$ cat src/rtl/logic_op_if.sv
// Streaming bundle for logic_op_unit: input beat channel plus registered result channel.
// master drives operands and accepts results; slave is the logic unit itself.
interface logic_op_if #(
    parameter int WIDTH   = 8,
    parameter int MAX_LEN = 16
);
    localparam int CNT_W = $clog2(MAX_LEN + 1);

    logic             in_valid;
    logic             in_ready;
    logic [WIDTH-1:0] in_a;
    logic [WIDTH-1:0] in_b;
    logic [2:0]       in_op;
    logic             in_last;
    logic             out_valid;
    logic             out_ready;
    logic [WIDTH-1:0] out_data;
    logic             out_zero;
    logic [CNT_W-1:0] out_count;
    logic             out_ovf;

    modport master (
        output in_valid, in_a, in_b, in_op, in_last, out_ready,
        input  in_ready, out_valid, out_data, out_zero, out_count, out_ovf
    );

    modport slave (
        input  in_valid, in_a, in_b, in_op, in_last, out_ready,
        output in_ready, out_valid, out_data, out_zero, out_count, out_ovf
    );
endinterface

$ cat src/rtl/logic_op_unit.sv
// Registered WIDTH-bit bitwise logic unit: six per-beat ops plus OR/AND burst reductions
// closed by in_last or force-closed after MAX_LEN beats.
module logic_op_unit #(
    parameter int WIDTH   = 8,
    parameter int MAX_LEN = 16
) (
    input  logic       clk,
    input  logic       rst_n,
    logic_op_if.slave  bus
);
    localparam int CNT_W = $clog2(MAX_LEN + 1);

    typedef enum logic {IDLE, ACCUM} state_t;

    state_t           state, state_next;
    logic [WIDTH-1:0] acc, acc_next, beat_acc, start_acc;
    logic [CNT_W-1:0] cnt, cnt_next, cnt_inc;
    logic             locked_and, locked_and_next;
    logic             in_ready_w, accept;
    logic             emit, emit_ovf;
    logic [WIDTH-1:0] emit_data;
    logic [CNT_W-1:0] emit_count;
    logic             out_valid_r, out_zero_r, out_ovf_r;
    logic [WIDTH-1:0] out_data_r;
    logic [CNT_W-1:0] out_count_r;

    function automatic logic [WIDTH-1:0] beat_op(input logic [2:0] op,
                                                 input logic [WIDTH-1:0] a,
                                                 input logic [WIDTH-1:0] b);
        logic [WIDTH-1:0] r;
        r = '0;
        case (op)
            3'd0:    r = a & b;
            3'd1:    r = a | b;
            3'd2:    r = a ^ b;
            3'd3:    r = ~(a & b);
            3'd4:    r = ~(a | b);
            3'd5:    r = ~(a ^ b);
            default: r = '0;
        endcase
        return r;
    endfunction

    // A beat can only enter when the output register is free or being drained.
    assign in_ready_w = !out_valid_r || bus.out_ready;
    assign accept     = bus.in_valid && in_ready_w;

    always_comb begin
        state_next      = state;
        acc_next        = acc;
        cnt_next        = cnt;
        locked_and_next = locked_and;
        emit            = 1'b0;
        emit_data       = '0;
        emit_count      = '0;
        emit_ovf        = 1'b0;
        cnt_inc         = cnt + CNT_W'(1);
        start_acc       = bus.in_op[0] ? (bus.in_a & bus.in_b) : (bus.in_a | bus.in_b);
        beat_acc        = locked_and ? (acc & bus.in_a & bus.in_b) : (acc | bus.in_a | bus.in_b);

        if (accept) begin
            unique case (state)
                IDLE: begin
                    if (bus.in_op[2:1] != 2'b11) begin
                        emit       = 1'b1;
                        emit_data  = beat_op(bus.in_op, bus.in_a, bus.in_b);
                        emit_count = CNT_W'(1);
                    end else begin
                        locked_and_next = bus.in_op[0];
                        if (bus.in_last) begin
                            emit       = 1'b1;
                            emit_data  = start_acc;
                            emit_count = CNT_W'(1);
                        end else begin
                            state_next = ACCUM;
                            acc_next   = start_acc;
                            cnt_next   = CNT_W'(1);
                        end
                    end
                end
                ACCUM: begin
                    // Burst closes on in_last, or is forced shut once it reaches MAX_LEN beats.
                    if (bus.in_last || cnt_inc == CNT_W'(MAX_LEN)) begin
                        emit       = 1'b1;
                        emit_data  = beat_acc;
                        emit_count = cnt_inc;
                        emit_ovf   = !bus.in_last;
                        state_next = IDLE;
                        acc_next   = '0;
                        cnt_next   = '0;
                    end else begin
                        acc_next = beat_acc;
                        cnt_next = cnt_inc;
                    end
                end
            endcase
        end
    end

    always_ff @(posedge clk or negedge rst_n) begin
        if (!rst_n) begin
            state      <= IDLE;
            acc        <= '0;
            cnt        <= '0;
            locked_and <= 1'b0;
        end else begin
            state      <= state_next;
            acc        <= acc_next;
            cnt        <= cnt_next;
            locked_and <= locked_and_next;
        end
    end

    always_ff @(posedge clk or negedge rst_n) begin
        if (!rst_n) begin
            out_valid_r <= 1'b0;
            out_data_r  <= '0;
            out_zero_r  <= 1'b1;
            out_count_r <= '0;
            out_ovf_r   <= 1'b0;
        end else if (emit) begin
            out_valid_r <= 1'b1;
            out_data_r  <= emit_data;
            out_zero_r  <= (emit_data == '0);
            out_count_r <= emit_count;
            out_ovf_r   <= emit_ovf;
        end else if (bus.out_ready) begin
            out_valid_r <= 1'b0;
        end
    end

    assign bus.in_ready  = in_ready_w;
    assign bus.out_valid = out_valid_r;
    assign bus.out_data  = out_data_r;
    assign bus.out_zero  = out_zero_r;
    assign bus.out_count = out_count_r;
    assign bus.out_ovf   = out_ovf_r;
endmodule

$ cat src/flat_wrapper.sv
// flat-port wrapper written by rule: the top's interface ports become plain ports
module logic_op_unit_flat 
#(
    parameter int WIDTH   = 8,
    parameter int MAX_LEN = 16
)
  (clk, rst_n, bus_in_valid, bus_in_a, bus_in_b, bus_in_op, bus_in_last, bus_out_ready, bus_in_ready, bus_out_valid, bus_out_data, bus_out_zero, bus_out_count, bus_out_ovf);
  logic_op_if #(.WIDTH(WIDTH), .MAX_LEN(MAX_LEN)) bus_i ();
  input  logic clk;
  input  logic rst_n;
  input wire logic [$bits(bus_i.in_valid)-1:0] bus_in_valid;
  input wire logic [$bits(bus_i.in_a)-1:0] bus_in_a;
  input wire logic [$bits(bus_i.in_b)-1:0] bus_in_b;
  input wire logic [$bits(bus_i.in_op)-1:0] bus_in_op;
  input wire logic [$bits(bus_i.in_last)-1:0] bus_in_last;
  input wire logic [$bits(bus_i.out_ready)-1:0] bus_out_ready;
  output wire logic [$bits(bus_i.in_ready)-1:0] bus_in_ready;
  output wire logic [$bits(bus_i.out_valid)-1:0] bus_out_valid;
  output wire logic [$bits(bus_i.out_data)-1:0] bus_out_data;
  output wire logic [$bits(bus_i.out_zero)-1:0] bus_out_zero;
  output wire logic [$bits(bus_i.out_count)-1:0] bus_out_count;
  output wire logic [$bits(bus_i.out_ovf)-1:0] bus_out_ovf;
  assign bus_i.in_valid = bus_in_valid;
  assign bus_i.in_a = bus_in_a;
  assign bus_i.in_b = bus_in_b;
  assign bus_i.in_op = bus_in_op;
  assign bus_i.in_last = bus_in_last;
  assign bus_i.out_ready = bus_out_ready;
  assign bus_in_ready = bus_i.in_ready;
  assign bus_out_valid = bus_i.out_valid;
  assign bus_out_data = bus_i.out_data;
  assign bus_out_zero = bus_i.out_zero;
  assign bus_out_count = bus_i.out_count;
  assign bus_out_ovf = bus_i.out_ovf;
  logic_op_unit #(.WIDTH(WIDTH), .MAX_LEN(MAX_LEN)) u_core (.clk(clk), .rst_n(rst_n), .bus(bus_i));
endmodule
$ cat config.mk
export PLATFORM = sky130hd
export DESIGN_NAME = logic_op_unit_flat
export DESIGN_NICKNAME = d
export VERILOG_FILES = /design/src/rtl/logic_op_if.sv /design/src/rtl/logic_op_unit.sv /design/src/flat_wrapper.sv
export SDC_FILE = /design/constraint.sdc
export NUM_CORES = 1
export LEC_CHECK = 0
export ABC_AREA = 1
export BUFFER_PORTS_ARGS = -buffer_cell sky130_fd_sc_hd__buf_4
export CORE_MARGIN = 3
export CORE_UTILIZATION = 55
export DETAILED_ROUTE_END_ITERATION = 8
export PLACE_DENSITY = 0.77
export REMOVE_ABC_BUFFERS = 1
export SETUP_SLACK_MARGIN = 0.1
export SLEW_MARGIN = 20
export SYNTH_ARGS = -nofsm -noshare
export SYNTH_HDL_FRONTEND = slang
export SYNTH_SLANG_ARGS = --single-unit
$ cat constraint.sdc
create_clock -name clk -period 2.5 [get_ports clk]
set_clock_uncertainty 0.2 [all_clocks]
set_input_delay 0.25 -clock clk [delete_from_list [all_inputs] [get_ports clk]]
set_output_delay 0.25 -clock clk [all_outputs]
set_load 0.005 [all_outputs]
==> results.json <==
{
  "nNetsFinal": 494,
  "min_period_ns": 2.16,
  "rows": 24,
  "min_path_type": "in -> reg",
  "maxSlewHeadroom_pct": 66.4,
  "dp_hpwl_um": 5280,
  "synth_area_um2": 2710,
  "cp-end-kind": "flip-flop",
  "diodes": 0,
  "drc": 0,
  "peakVddDrop_v": 0.000480,
  "p_per_area_nw_per_um2": 691,
  "cts.repair.resized": 0,
  "cts_tree": "yes",
  "die_h_um": 76.2,
  "drtIter0Drc": 292,
  "die-area_um2": 5810,
  "drt-wirelength-per-cell_um": 14.2,
  "finalSetupViolCount": 0,
  "p_leak_uw": 0.00167,
  "r2r-start": "u_core.cnt[0]$_DFFE_PN0P_",
  "rsz0062_at_grt": "false",
  "path_clk_slew_ns": 0.07,
  "placed_area_um2": 3030,
  "async_flop_share_pct": 100,
  "overflow": 0,
  "cts_setup_buffers": 0,
  "floorplan.initialDensity_pct": 59.4,
  "die_w_um": 76.2,
  "path_class": "reg -> reg",
  "ys_ff_latch": 31,
  "grt_pass1_wl_um": 12400,
  "insertion_delay_ns": 0.28,
  "slew_viol_final": 0,
  "grt_usage_pct": 25.9,
  "regToRegEndpoint": "u_core.bus.out_zero$_DFFE_PN1P_",
  "cts.htree.levels": 2,
  "fin_area_um2": 3130,
  "crit_arrival_ns": 2.19,
  "layout.cells.non_filler": 518,
  "drive_above_1_share_pct": 17.7,
  "crit_fanout": 8,
  "status": "finished, final reports clean",
  "cap_viol_max_count": 0,
  "firstDrtPassIters": 5,
  "fin_crit_sh_pct": 86.4,
  "final_common_cell": "nand2_1",
  "hold_start": "bus_out_ready",
  "gp_congestion": 0.906,
  "numClockSinks": 31,
  "grt_util_met3_pct": 4.61,
  "finalSetupTns_ns": 0,
  "io_buffers": 40,
  "hold_depth": 4,
  "area_growth_pct": 15.4,
  "seq_area_frac_synth_pct": 28.7,
  "root_buffer": "clkbuf_8",
  "grt_use_met1_pct": 37.6,
  "ios": 41,
  "min_to": "u_core.bus.out_valid$_DFFE_PN0P_",
  "fmaxAchievable_ghz": 0.463,
  "cts_buffers": 5,
  "grt_max_degree": 32,
  "gr-max-usage-layer": "met2",
  "hold_viol": 0,
  "tightest_slew_ns": 0.502,
  "final_cell_mix": "nand2_1, nand3_1, nor2_1",
  "required_ns": 2.53,
  "clk_path_buf_depth": 2,
  "grt_pass1_vias": 2520,
  "met2_usage_pct": 40.8,
  "reg2reg_depth": 14,
  "vias": 2790,
  "yosysWarnings": 0,
  "synthCells": 414,
  "hold_buffers": 1,
  "syn_avg_cell_area_um2": 6.55,
  "wl_um": 7360,
  "crit_path_start_kind": "flip-flop",
  "synth.distinct_cells": 34,
  "ff2ff_setup_slack_ns": 0.34,
  "synth_flop_cell": "dfrtp_1",
  "grt_antenna_before_repair": 0,
  "coreArea_um2": 4560,
  "dp_cells": 510,
  "vias_per_cell": 5.39,
  "ant_nets": 0,
  "synth_edf_count": 0
}
==> Yosys cell counts, drive strengths merged (2+ instances only) <==
master	count	area (um2)
nand3	56	313
nor2	52	244
a21oi	17	85.1
nand2	129	519
buf	11	81.3
o21ai	27	135
o22ai	2	12.5
a31oi	5	31.3
ha	17	213
dfrtp	30	751
nand4	5	31.3
inv	53	201
==> metrics by stage <==
stage               utilization [%]  setup WS (ns)  hold WS, ns  total power (uW)
detailed placement             66.4          0.427       0.0134              1740
global placement               66.4          0.481       0.0168              1720
global route                   68.5          0.145       0.0643              2330
finish                         68.5          0.340       0.0485              2160
floorplan                         -          0.664       -0.246              1370
CTS                            68.5          0.372       0.0500              2150
==> worst max path at each step <==
stage / startpoint / end / slack, ns / depth (start not counted)
after floorplan: u_core.cnt[0]$_DFFE_PN0P_ / u_core.bus.out_count[0]$_DFFE_PN0P_ / 0.66 / 11
after global placement: u_core.cnt[0]$_DFFE_PN0P_ / u_core.bus.out_zero$_DFFE_PN1P_ / 0.48 / 14
after detailed placement: u_core.cnt[0]$_DFFE_PN0P_ / u_core.bus.out_zero$_DFFE_PN1P_ / 0.43 / 14
after CTS: u_core.cnt[0]$_DFFE_PN0P_ / u_core.bus.out_zero$_DFFE_PN1P_ / 0.37 / 14
after global routing: u_core.cnt[0]$_DFFE_PN0P_ / u_core.bus.out_count[0]$_DFFE_PN0P_ / 0.15 / 12
final: u_core.cnt[0]$_DFFE_PN0P_ / u_core.bus.out_zero$_DFFE_PN1P_ / 0.34 / 14
==> critical path, stage by stage, from the launching register on <==
cell and delay, ns:
dfrtp_1 0.43, ha_1 0.26, nand2_1 0.07, clkinv_1 0.10, nand3_2 0.08, nand2_2 0.08
nand3_2 0.12, nand2_2 0.10, inv_1 0.27, nor2_1 0.08, nand2_1 0.07, nand2_1 0.04
nor2_1 0.08, nand2_1 0.06, nand2_1 0.06
==> sequential cells by signal (all words and copies together), names as in the netlist <==
register,count
u_core.acc,8
u_core.bus.out_data,8
u_core.bus.out_count,5
u_core.cnt,5
u_core.bus.out_ovf,1
u_core.bus.out_valid,1
u_core.bus.out_zero,1
u_core.locked_and,1
u_core.state,1
==> layout make-up <==
class	instances	area [um2]
flip-flops and latches	31	777
well taps	65	81.3
fillers	438	1440
repair buffers	44	333
clock inverters	1	5.00
clock buffers	6	82.6
inverters	54	205
multi-input cells	317	1640
==> kinds of logic after synthesis <==
logic type      count (synthesis)  share of synthesized area (%)
compound gates                 56                           11.4
xor+xnor                        1                          0.323
fa+ha+maj                      17                           7.84
buf+inv                        66                           10.7
flops                          31                           28.7
simple gates                  243                           41.1
==> power breakdown <==
part           switching (uW)  internal [uW]  leakage, uW  total, uW
Clock                     194            216    0.0000470        410
Sequential                150            678     0.000386        828
Combinational             548            377      0.00124        925
Total                     892           1270      0.00167       2160
==> metal layers <==
metal	vias to the layer above	share of wire, %
met2	108	44
met5	-	0
met3	12	7.5
li1	1411	-
met1	1259	47
met4	0	1.3
Note: power is estimated with default switching activity, not from simulation.
